==> src/rtl/alu_pkg.sv <==
// rtl/alu_pkg.sv - shared widths and result-entry type for the ALU result stage
package alu_pkg;

    localparam int DATA_W = 32;
    localparam int DEST_W = 5;

    typedef struct packed {
        logic [DATA_W-1:0] result;
        logic              z;
        logic              n;
        logic [DEST_W-1:0] dest;
        logic              flag_we;
    } entry_t;

endpackage

==> src/rtl/alu_result_fifo2.sv <==
// rtl/alu_result_fifo2.sv - 2-deep valid/ready FIFO of entries, no bypass
module alu_result_fifo2 #(
    parameter type T = alu_pkg::entry_t
) (
    input  logic clk,
    input  logic rst_n,
    input  logic in_valid,
    output logic in_ready,
    input  T     in_data,
    output logic out_valid,
    input  logic out_ready,
    output T     out_data
);

    T           head;
    T           tail;
    logic [1:0] count;
    logic       push;
    logic       pop;

    // Ready looks only at registered occupancy, so nothing combinational reaches back from out_ready.
    assign in_ready  = (count != 2'd2);
    assign out_valid = (count != 2'd0);
    assign push      = in_valid && in_ready;
    assign pop       = out_valid && out_ready;
    assign out_data  = head;

    always_ff @(posedge clk) begin
        if (!rst_n) begin
            head  <= '0;
            tail  <= '0;
            count <= 2'd0;
        end else begin
            if (pop) begin
                if (count == 2'd2) begin
                    head <= tail;
                end else if (push) begin
                    head <= in_data;
                end
            end else if (push) begin
                if (count == 2'd0) begin
                    head <= in_data;
                end else begin
                    tail <= in_data;
                end
            end
            count <= count + {1'b0, push} - {1'b0, pop};
        end
    end

endmodule

==> src/rtl/alu_result_stage.sv <==
// rtl/alu_result_stage.sv - buffered ALU result/flag stage: writeback port, Z/N retirement, flag check, retire counter
module alu_result_stage #(
    parameter int DATA_W = alu_pkg::DATA_W,
    parameter int DEST_W = alu_pkg::DEST_W,
    parameter int CNT_W  = 16
) (
    input  logic              clk,
    input  logic              rst_n,
    input  logic              in_valid,
    output logic              in_ready,
    input  logic [DATA_W-1:0] in_result,
    input  logic              in_z,
    input  logic              in_n,
    input  logic [DEST_W-1:0] in_dest,
    input  logic              in_flag_we,
    output logic              out_valid,
    input  logic              out_ready,
    output logic [DATA_W-1:0] out_result,
    output logic [DEST_W-1:0] out_dest,
    output logic              status_z,
    output logic              status_n,
    output logic              flag_err,
    output logic [CNT_W-1:0]  retire_cnt
);

    import alu_pkg::*;

    entry_t in_entry;
    entry_t head;
    logic   push;
    logic   pop;
    logic   z_bad;
    logic   n_bad;

    always_comb begin
        in_entry         = '0;
        in_entry.result  = in_result;
        in_entry.z       = in_z;
        in_entry.n       = in_n;
        in_entry.dest    = in_dest;
        in_entry.flag_we = in_flag_we;
    end

    alu_result_fifo2 #(.T(entry_t)) fifo (
        .clk       (clk),
        .rst_n     (rst_n),
        .in_valid  (in_valid),
        .in_ready  (in_ready),
        .in_data   (in_entry),
        .out_valid (out_valid),
        .out_ready (out_ready),
        .out_data  (head)
    );

    assign push       = in_valid && in_ready;
    assign pop        = out_valid && out_ready;
    assign out_result = head.result;
    assign out_dest   = head.dest;

    // Producer flags are only audited; the entry keeps them as delivered.
    assign z_bad = (in_z != (in_result == '0));
    assign n_bad = (in_n != in_result[DATA_W-1]);

    always_ff @(posedge clk) begin
        if (!rst_n) begin
            status_z   <= 1'b0;
            status_n   <= 1'b0;
            flag_err   <= 1'b0;
            retire_cnt <= '0;
        end else begin
            if (pop && head.flag_we) begin
                status_z <= head.z;
                status_n <= head.n;
            end
            if (pop) begin
                retire_cnt <= retire_cnt + {{(CNT_W-1){1'b0}}, 1'b1};
            end
            if (push && (z_bad || n_bad)) begin
                flag_err <= 1'b1;
            end
        end
    end

endmodule

==> config.mk <==
export PLATFORM = sky130hd
export DESIGN_NAME = alu_result_stage
export DESIGN_NICKNAME = d
export VERILOG_FILES = /design/src/rtl/alu_pkg.sv /design/src/rtl/alu_result_fifo2.sv /design/src/rtl/alu_result_stage.sv
export SDC_FILE = /design/constraint.sdc
export NUM_CORES = 1
export LEC_CHECK = 0
export CAP_MARGIN = 20
export CORE_ASPECT_RATIO = 2
export CORE_UTILIZATION = 51
export DETAILED_ROUTE_END_ITERATION = 12
export PLACE_DENSITY = 0.76
export SLEW_MARGIN = 25
export SYNTH_ARGS = -nofsm -noshare
export SYNTH_HDL_FRONTEND = slang
export SYNTH_SLANG_ARGS = --single-unit
==> constraint.sdc <==
create_clock -name clk -period 2.15 [get_ports clk]
set_clock_uncertainty 0.1 [all_clocks]
set_input_delay 0.43 -clock clk [delete_from_list [all_inputs] [get_ports clk]]
set_output_delay 0.43 -clock clk [all_outputs]
set_load 0.05 [all_outputs]
# After elaboration in Yosys (flattened, before gate mapping)
# Index checks and enable logic that the tools add are counted.
dict set report classes {
  add_sub_neg 3
  eq_ne 4
  muxes 5
  n_bitwise 2
  n_reduce_logical 13
}
# op n
set ops {}
lappend ops {{40-bit two-way mux} 5}
lappend ops {{32-bit logical NOT} 1}
lappend ops {{16-bit by 1-bit adder with 16-bit output, second input constant} 1}
lappend ops {{2-bit nonzero test} 4}
lappend ops {{3-bit AND reduction} 2}
lappend ops {{1-bit logical AND} 4}
lappend ops {{2-bit by 1-bit adder with 2-bit output} 1}
lappend ops {{2-bit equality test, second input constant} 1}
lappend ops {{2-bit logical NOT} 1}
lappend ops {{1-bit != test} 2}
lappend ops {{2-bit != test, second input constant} 1}
lappend ops {{1-bit NOT} 2}
lappend ops {{2-bit by 1-bit subtractor with 2-bit output} 1}
lappend ops {{1-bit logical OR} 1}
dict set report word_totals {
  regBits 101
  in_bits 44
  out_inout_bits 58
  elab_cells 42
}

# Longest topological paths before layout
# Gate-level depths: netlist (run 1).
dict set report logic_depth {
  depth_word 5
  mapped_depth 9
  ltp_nobuf 7
}

# Hierarchy
# Synthesis (run 1) repeated with hierarchy kept, for this count alone.
dict set report hier_totals {
  hier_cells 480
  area_unflattened_um2 4682.0
}
# mod n_inst cells_per_inst area_each_um2 seq_area_each_um2
set by_module_without_submodules {}
lappend by_module_without_submodules {alu_result_fifo2 1 377 3766.1 1641.6}
lappend by_module_without_submodules {alu_result_stage 1 103 915.9 380.4}

# Least setup slack after synthesis (run 1)
# No wires, ideal clock.
dict set report synth_path {
  path_type {input-to-reg}
  startpoint {input out_ready}
  endpoint {register fifo.count[1]}
  setup_time_ns 0.115
  arrival_time_ns 1.694
  required_ns 1.935
  slack_ns 0.241
  stages 9
  n_path_buf 2
  cell_sequence {buf_4 -> o21a_1 -> buf_2 -> ha_1 -> inv_1 -> ha_1 -> xnor2_1 -> xnor2_1 -> and2_1}
}
dict set report synth_between {
  elab_chain_len 2
}
# item line_no
set synth_lines {}
lappend synth_lines {{start, declared} alu_result_stage.sv:17} ;# input logic out_ready,
lappend synth_lines {{1-bit logical AND} alu_result_fifo2.sv:25} ;# assign pop = out_valid && out_ready;
lappend synth_lines {{net fifo.pop} alu_result_fifo2.sv:19} ;# logic pop;
lappend synth_lines {{2-bit by 1-bit subtractor with 2-bit output} alu_result_fifo2.sv:47} ;# count <= count + {1'b0, push} - {1'b0, pop};
lappend synth_lines {{end signal, assigned} alu_result_fifo2.sv:47}
lappend synth_lines {{end, declared} alu_result_fifo2.sv:17} ;# logic [1:0] count;
# The timed path passes the listed nets, and every way through them passes these cells.
# A chain may end at the register's enable or synchronous reset.

# Worst setup path after layout (run 1)
dict set report layout_path {
  startpoint {register retire_cnt[11]}
  endpoint {output retire_cnt[11]}
}
# item line_no
set layout_rtl {}
lappend layout_rtl {{start, declared} alu_result_stage.sv:23} ;# output logic [CNT_W-1:0] retire_cnt
lappend layout_rtl {{start signal, assigned} alu_result_stage.sv:76} ;# retire_cnt <= retire_cnt + {{(CNT_W-1){1'b0}}, 1'b1};
# No word-level cell between the ends.

==> impl_metrics.csv, run 1 <==
group,metric,value,unit
sta,hold_violations,0,
pwr,p_int,0.004026,W
pwr,combPwrFrac,0.346,
worst_setup_path,crit_fanout,6,
clock_tree,postCtsHoldBufs,0,
worst_setup_path,cpMaxStageDelayCell,"clkdlybuf4s50_1",
worst_setup_path,critPathKind,"reg2out",
route,ant_nets,0,
clock_tree,clock-sinks,101,
route,vias,3768,
pwr,p_leak,2.970,nW
synth,netlist_area,4766,µm²
global_routing,grt_pass1_vias,3698,
clock_tree,clk_root_buffer_cell,"clkbuf_16",
placement,detailed_place_hpwl,7352,µm
route,drtIter0Drc,169,
die,die_h,138.7,µm
synth,yosys.area_share.simple,0.1848,
route,drc,0,
pwr,netSwitchingPower,0.002213,W
die,row_count,49,
synth,synth_fp_nets,564,
global_routing,globalRouteOverflowTotal,0,
worst_setup_path,crit_chain,"clkdlybuf4s50_1",
status,outcome,"completed",
sta,max-slew-margin-rel,0.6412,
synth,synth_compound_area_frac,0.1641,
pwr,switching_share,0.3547,
final_layout,fillers,791,
worst_setup_path,start_kind,"flop",
worst_setup_path,cp_num_buf_inv,1,
die,start_util,0.5288,
final_layout,final_cell_count_no_fill,695,
placement,placedCellCount,679,
synth,synth_top_family_by_area,"simple AND/OR/NAND/NOR gates",
clock_tree,clk_pin_slew_worst_paths,60,ps
sta,fmax,474.1,MHz
synth,synthDistinctLibCells,35,
final_layout,synthToLayoutAreaGrowth,27.02,%
hold_path,hold_path.class,"reg2reg",
pwr,seq_power_share,0.374,
clock_tree,cts_buffer_depth,2,
clock_tree,htree_levels,3,
synth,synthXorXnorAreaFrac,0.02205,
clock_tree,cts_setup_buffers,0,
synth,syn_inst,517,
global_routing,grt_max_degree,47,
final_layout,drive_gt1_frac,0.1012,
route,vias_per_cell,5.422,
final_layout,final_cell_mix,"135 x nand2_1, 101 x dfxtp_1, 88 x clkdlybuf4s50_1",
worst_setup_path,crit_path_end_kind,"output pin",
synth,ys_warn_count,0,
placement,portBuffers,101,
pwr,pwr-share-clk,0.280,
worst_setup_path,cp_top_family,"buffers and inverters",
synth,ys_top_cells_by_area,"dfxtp_1 42%, nand2_1 11%, mux2i_1 9.9%",
global_routing,grt_use_total,0.2174,
placement,place_congestion,0.7660,
die,core_area,9012,µm²
run,cap_violations,0,
synth,syn_avg_cell_area,9.218,µm²
pwr,peakVddDrop,711.5,µV
synth,synth_top_cell_by_area,"dfxtp_1",
synth,synth_fa_ha_area_frac,0.007876,
synth,ys_ff_latch,101,
final_layout,final_common_cell,"nand2_1",
sta,fin_crit_sh,0.9811,
synth,synth_mux_area_frac,0.09871,
worst_setup_path,critical_path_arrival,1580,ps
worst_setup_path,slowest_delay,830,ps
route,wire_per_inst,14.88,µm
sta,setup_viol,0,
worst_setup_path,critPathRequiredTime,1620,ps
die,fp.dieW,70.36,µm
sta,min_period,2109,ps
sta,rsz0062_at_grt,"false",
final_layout,nNetsFinal,635,
sta,maxSlewViolCount,0,
die,ioPinCount,102,
synth,synth_seq_area_share,0.4243,
die,design.die.area,9759,µm²
pwr,cellPowerDensity,1031,nW/µm²
sta,tightest_slew,536.6,ps
route,finalWirelength,10340,µm
clock_tree,clk_latency,340,ps
clock_tree,cts_made_buffers,9,
global_routing,antenna_found_initial,0,
global_routing,grt_first_pass_wirelength,17110,µm
route,dr.pass1.iters,4,
sta,setup_tns,0,ps
clock_tree,cts_tree,"done",
synth,synth_top_area_frac,0.4243,
final_layout,n_antenna_cell,0,
stage by stage:
stage / power, W / setup WS [ps] / util / instance area (µm²) / hold slack (ps)
after global routing: 0.006517 / 4.377 / 0.6717 / 6053 / 366.8
after floorplan: 0.004059 / 240.9 / - / 4766 / 334.4
after global placement: 0.004499 / -124.7 / 0.6358 / 5731 / 339.3
final: 0.006238 / 40.72 / 0.6717 / 6053 / 354.4
after CTS: 0.006298 / 6.921 / 0.6711 / 6048 / 356.4
after detailed placement: 0.004544 / -226.7 / 0.6358 / 5731 / 347.3
flip-flops by register name (all words and copies together) (netlist names):
register,cells
fifo.tail,40
fifo.count,2
flag_err,1
status_z,1
retire_cnt,16
status_n,1
fifo.out_data,40
repair_timing:
action | 4_1_cts | 5_1_grt
cloned | 0 | 0
setup endpoints to repair | 5 | 2
resized for setup | 5 | 2
final cells by class:
type,instances,area [µm²],share of cell area
timing repair buffer,132,1275,0.2106
multi-input combinational,340,2290,0.3783
clock inverter,5,81.33,0.01344
tap,102,127.6,0.02108
sequential,101,2022,0.3340
inverter,4,15.01,0.002480
clock buffer,11,242.7,0.04010
power groups by stage:
stage                     clock network [W]  registers [W]  logic (W)
after floorplan                           0        0.00235    0.00171
after global placement                    0        0.00236    0.00214
after detailed placement                  0        0.00237    0.00217
after CTS                           0.00179        0.00233    0.00218
after global routing                0.00186        0.00237    0.00229
final                               0.00175        0.00233    0.00216
cell usage after synthesis:
library cell,n
a21boi_0,27
a21boi_1,16
a31oi_1,1
and2_1,12
and3_1,1
and4_1,1
buf_2,14
buf_4,44
clkbuf_1,14
dfxtp_1,101
ha_1,3
inv_1,3
inv_2,1
mux2i_1,47
nand2_1,135
nand2b_1,6
nand3_1,5
nand3b_1,2
nand4_1,4
nand4_4,1
nor2_1,1
nor2b_1,1
nor3_1,4
nor3b_2,1
nor4_1,9
nor4_4,2
o211a_1,40
o211ai_4,1
o21a_1,1
o21ai_0,3
o21ai_2,1
or2_2,1
or3_1,2
xnor2_1,5
xor2_1,7
per-layer routing:
| metal | vias up | global-route usage | share of wire |
|---|---|---|---|
| met2 | 89 | 0.4020 | 0.53 |
| met4 | 0 | 0.08105 | 0.016 |
| met5 | - | 0 | 0 |
| met1 | 1800 | 0.2388 | 0.41 |
| met3 | 13 | 0.03997 | 0.038 |
| li1 | 1866 | - | - |
cells by family after synthesis:
logic type               Yosys count
AND/OR/NAND/NOR                  188
buffers and inverters             76
multiplexers                      47
XOR/XNOR                          12
flip-flops                       101
adder cells (fa/ha/maj)            3
AO/OA/AOI/OAI                     90
worst paths after layout:
| kind | from | endpoint | slack, ps | cells past startpoint |
|---|---|---|---|---|
| worst max-delay path | retire_cnt[11] | retire_cnt[11] | 40 | 1 |
| worst min-delay path | fifo.tail[35] | fifo.tail[35] | 350 | 2 |
| worst max register to register | fifo.count[0] | fifo.count[1] | 340 | 7 |
| worst min register to register | fifo.tail[35] | fifo.tail[35] | 350 | 2 |
(Power assumes the default switching activity.)
==> inputs of run 2 (changes only) <==
--- a/config.mk
+++ b/config.mk
@@ -7,9 +7,9 @@
 export LEC_CHECK = 0
 export CAP_MARGIN = 20
 export CORE_ASPECT_RATIO = 2
-export CORE_UTILIZATION = 51
+export CORE_UTILIZATION = 46
 export DETAILED_ROUTE_END_ITERATION = 12
-export PLACE_DENSITY = 0.76
+export PLACE_DENSITY = 0.72
 export SLEW_MARGIN = 25
 export SYNTH_ARGS = -nofsm -noshare
 export SYNTH_HDL_FRONTEND = slang
==> constraint.sdc (replaced) <==
create_clock -name clk -period 1.8 [get_ports clk]
set_clock_uncertainty 0.1 [all_clocks]
set_input_delay 0.36 -clock clk [delete_from_list [all_inputs] [get_ports clk]]
set_output_delay 0.36 -clock clk [all_outputs]
set_load 0.05 [all_outputs]
==> impl_metrics.csv, run 2 (synthesis results as in run 1) <==
group,metric,value,unit
die,design.die.area,10800,µm²
route,wire_per_inst,14.74,µm
final_layout,drive_gt1_frac,0.2334,
placement,detailed_place_hpwl,7599,µm
final_layout,final_common_cell,"nand2_1",
clock_tree,clk_root_buffer_cell,"clkbuf_16",
clock_tree,clk_latency,350,ps
clock_tree,cts_setup_buffers,0,
pwr,netSwitchingPower,0.002745,W
pwr,switching_share,0.3539,
clock_tree,clock-sinks,101,
global_routing,grt_use_total,0.2107,
worst_setup_path,critical_path_arrival,1950,ps
global_routing,grt_max_degree,47,
run,cap_violations,0,
pwr,p_int,0.005011,W
final_layout,fillers,851,
pwr,pwr-share-clk,0.287,
final_layout,regArea,2023,µm²
sta,setup_tns,0,ps
hold_path,hold_path.class,"in2reg",
global_routing,globalRouteOverflowTotal,0,
route,wl_met2,6048,µm
clock_tree,htree_levels,3,
worst_setup_path,critPathKind,"in2reg",
route,dr.pass1.iters,4,
sta,maxSlewViolCount,0,
clock_tree,cts_buffer_depth,2,
die,row_count,52,
sta,tightest_slew,392.0,ps
route,finalWirelength,11090,µm
pwr,p_leak,3.187,nW
final_layout,synthToLayoutAreaGrowth,32.69,%
pwr,combPwrFrac,0.355,
worst_setup_path,cpMaxStageDelayCell,"clkdlybuf4s50_1",
worst_setup_path,crit_chain,"clkdlybuf4s50_1 > nor4_1 > nand4_1 > or3_1 > a31oi_1",
route,drc,0,
sta,fmax,564.7,MHz
sta,rsz0062_at_grt,"true",
global_routing,grt_first_pass_wirelength,17620,µm
die,fp.dieW,73.98,µm
sta,max-slew-margin-rel,0.7363,
die,core_area,10080,µm²
sta,setup_viol,0,
pwr,cellPowerDensity,1227,nW/µm²
final_layout,final_cell_mix,"135 x nand2_1, 101 x buf_4, 100 x dfxtp_1",
route,routed.top_layer,"met4",
clock_tree,clk_pin_slew_worst_paths,70,ps
sta,hold_violations,0,
sta,min_period,1771,ps
clock_tree,postCtsHoldBufs,0,
final_layout,n_antenna_cell,0,
pwr,seq_power_share,0.358,
placement,place_congestion,0.7808,
die,die_h,145.9,µm
pwr,peakVddDrop,936.5,µV
final_layout,nNetsFinal,660,
route,ant_nets,0,
worst_setup_path,start_kind,"input pin",
route,vias_per_cell,5.118,
clock_tree,cts_made_buffers,9,
sta,fin_crit_sh,0.9838,
final_layout,final_util,0.6270,
placement,place_area,5906,µm²
route,wl_met1,4452,µm
global_routing,grt_pass1_vias,3752,
global_routing,antenna_found_initial,0,
worst_setup_path,slowest_delay,440,ps
route,vias,3849,
die,ioPinCount,102,
die,start_util,0.4726,
status,outcome,"completed",
worst_setup_path,crit_fanout,2,
route,drtIter0Drc,128,
route,wl_met3,418,µm
worst_setup_path,crit_path_end_kind,"flop",
placement,portBuffers,101,
final_layout,final_area,6324,µm²
clock_tree,cts_tree,"done",
final_layout,multiInputGateArea,2321,µm²
worst_setup_path,critPathRequiredTime,1980,ps
[run 2: cell types whose count changed in the layout (fill, tap and decap cells not counted), sizes merged]
cell / delta
buf: +76
bufinv: +1
clkbuf: +1
clkdlybuf4s50: -48
clkinv: -1
clkinvlp: -1
dlygate4sd2: -5
inv: +1
[run 2: layer usage]
| layer | GRT usage | vias up |
|---|---|---|
| li1 | - | 1922 |
| met1 | 0.2351 | 1830 |
| met2 | 0.3795 | 85 |
| met3 | 0.04155 | 12 |
| met4 | 0.07500 | 0 |
| met5 | 0 | - |
[run 2: power groups by stage]
stage          clock network, W  registers, W  logic, W
2_1_floorplan                 0       0.00280   0.00207
3_3_place_gp                  0       0.00281   0.00263
3_5_place_dp                  0       0.00282   0.00267
4_1_cts                 0.00226       0.00277   0.00268
5_1_grt                 0.00237       0.00282   0.00292
6_report                0.00223       0.00277   0.00276
[run 2: worst paths after layout]
check                                   start           endpoint  slack (ps)  depth (start not counted)
worst max-delay path             in_result[4]           flag_err          30                          5
worst min-delay path                    rst_n  fifo.out_data[10]         290                          2
worst max register to register  fifo.count[1]      fifo.count[1]         100                          7
worst min register to register   fifo.tail[2]       fifo.tail[2]         350                          2
[run 2: metrics by stage]
stage          std cells  hold WS, ps  setup slack [ps]  power, W
2_1_floorplan        517        334.4             4.815  0.004870
3_3_place_gp         735        339.4            -451.6  0.005438
3_5_place_dp         735        344.3            -451.3  0.005490
4_1_cts              750        292.1             15.16  0.007711
5_1_grt              752        296.5            -21.17  0.008112
6_report             752        287.3             29.21  0.007757
[run 2: worst max-delay path: cells and delay by family]
kind | cells | cell delay, ps
and+or+nand+nor | 3 | 990
buffers and inverters | 1 | 440
AOI/OAI and AO/OA | 1 | 150
[run 2: cell type report]
type,instances,area share
clock buffer,10,0.03621
inverter,4,0.002374
multi-input combinational,340,0.3670
tap,135,0.02671
clock inverter,5,0.01702
sequential,101,0.3199
timing repair buffer,157,0.2307
[run 2: timing repair]
action | in CTS | in global routing
setup endpoints to repair | 1 | 18
cloned | 0 | 2
resized for setup | 1 | 5
==> inputs of run 3 (changes only) <==
--- a/config.mk
+++ b/config.mk
@@ -9,8 +9,8 @@
 export CORE_ASPECT_RATIO = 2
 export CORE_UTILIZATION = 46
 export DETAILED_ROUTE_END_ITERATION = 12
+export GPL_TIMING_DRIVEN = 0
 export PLACE_DENSITY = 0.72
-export SLEW_MARGIN = 25
 export SYNTH_ARGS = -nofsm -noshare
 export SYNTH_HDL_FRONTEND = slang
 export SYNTH_SLANG_ARGS = --single-unit
==> impl_metrics.csv, run 3 (synthesis results as in run 1) <==
group,metric,value,unit
status,outcome,"completed",
global_routing,grt_use_total,0.2143,
die,die_h,145.9,µm
die,row_count,52,
die,design.die.area,10800,µm²
sta,maxSlewViolCount,0,
global_routing,grt_pass1_vias,3922,
route,vias,3881,
worst_setup_path,critPathKind,"reg2out",
sta,setup_viol,0,
route,dr.pass1.iters,4,
pwr,combPwrFrac,0.372,
route,ant_nets,0,
die,fp.dieW,73.98,µm
route,drtIter0Drc,81,
die,start_util,0.4726,
global_routing,grt_max_degree,18,
pwr,pwr-share-clk,0.262,
sta,fin_ws,27.21,ps
clock_tree,cts_tree,"done",
die,ioPinCount,102,
pwr,p_int,0.004826,W
final_layout,nNetsFinal,679,
clock_tree,cts_buffer_depth,2,
pwr,netSwitchingPower,0.002757,W
run,cap_violations,0,
final_layout,final_cell_mix,"135 x nand2_1, 98 x dfxtp_1, 48 x buf_4",
sta,hold_violations,0,
worst_setup_path,critPathRequiredTime,1340,ps
placement,portBuffers,100,
sta,rsz0062_at_grt,"false",
die,core_area,10080,µm²
placement,detailed_place_hpwl,8615,µm
sta,setup_tns,0,ps
sta,fmax,564.1,MHz
final_layout,final_cell_count_no_fill,772,
clock_tree,cts_made_buffers,9,
clock_tree,clk_pin_slew_worst_paths,70,ps
final_layout,synthToLayoutAreaGrowth,32.06,%
placement,placedCellCount,752,
route,wire_per_inst,14.35,µm
hold_path,hold_path_depth,2,
worst_setup_path,start_kind,"flop",
worst_setup_path,rrSetupSlack,60,ps
clock_tree,clk_root_buffer_cell,"clkbuf_16",
clock_tree,clock-sinks,101,
clock_tree,htree_levels,3,
global_routing,globalRouteOverflowTotal,0,
sta,tightest_slew,510.6,ps
pwr,p_leak,3.193,nW
sta,fin_crit_sh,0.9849,
placement,post-place-ws,-382.0,ps
pwr,seq_power_share,0.366,
final_layout,n_antenna_cell,0,
clock_tree,clk_latency,350,ps
worst_setup_path,crit_path_end_kind,"output pin",
sta,min_period,1773,ps
pwr,switching_share,0.3636,
final_layout,fillers,915,
pwr,cellPowerDensity,1205,nW/µm²
final_layout,final_util,0.6241,
sta,max-slew-margin-rel,0.6610,
route,vias_per_cell,5.027,
route,drc,0,
final_layout,multiInputGateArea,2327,µm²
hold_path,hold_path.class,"reg2reg",
worst_setup_path,critical_path_arrival,1310,ps
final_layout,final_common_cell,"nand2_1",
final_layout,regArea,2031,µm²
clock_tree,postCtsHoldBufs,0,
placement,place_congestion,0.7641,
pwr,peakVddDrop,817.3,µV
global_routing,antenna_found_initial,0,
global_routing,grt_first_pass_wirelength,17840,µm
route,finalWirelength,11080,µm
final_layout,drive_gt1_frac,0.1664,
sta,hold_slack,353.8,ps
worst_setup_path,crit_fanout,2,
worst_setup_path,rr_worst_depth,8,
## run 3: worst paths after layout
| check | start | to |
|---|---|---|
| worst max register to register | fifo.count[1] | fifo.count[1] |
| worst max-delay path | fifo.out_data[27] | out_result[19] |
| worst min register to register | fifo.tail[2] | fifo.tail[2] |
| worst min-delay path | fifo.tail[2] | fifo.tail[2] |
## run 3: what timing repair did
item / in CTS / in global routing
resized for setup: 74 / 34
setup endpoints to repair: 68 / 66
cloned: 0 / 0
setup buffers: 1 / 5
pin swaps: 1 / 3
## run 3: cell type report
type | instances | share of cell area
buffer | 70 | 0.07157
inverter | 4 | 0.002386
timing repair buffer | 106 | 0.1575
clock buffer | 10 | 0.03797
multi-input combinational | 340 | 0.3698
sequential | 101 | 0.3227
clock inverter | 6 | 0.01133
tap | 135 | 0.02684
## run 3: metal layers
layer | GRT usage | vias up | part of all wire
li1 | - | 1955 | -
met1 | 0.2196 | 1819 | 0.38
met2 | 0.3955 | 85 | 0.55
met3 | 0.04640 | 22 | 0.042
met4 | 0.09327 | 0 | 0.024
met5 | 0 | - | 0
## run 3: metrics by stage
| stage | instance area, µm² | power, W |
|---|---|---|
| 4_1_cts | 6215 | 0.007545 |
| 3_5_place_dp | 5952 | 0.005729 |
| 3_3_place_gp | 5952 | 0.005676 |
| 2_1_floorplan | 4782 | 0.004870 |
| 6_report | 6294 | 0.007583 |
| 5_1_grt | 6294 | 0.007944 |
## run 3: power by group through the flow
stage	logic [W]	clock network (W)	registers, W
after floorplan	0.00207	0	0.00280
after global placement	0.00289	0	0.00278
after detailed placement	0.00293	0	0.00279
after CTS	0.00273	0.00203	0.00278
after global routing	0.00301	0.00212	0.00281
final	0.00282	0.00198	0.00278
## run 3: worst max-delay path, cell delays in order (launching register included)
cell and delay (ps):
dfxtp_1 350, buf_4 110, dlygate4sd2_1 510
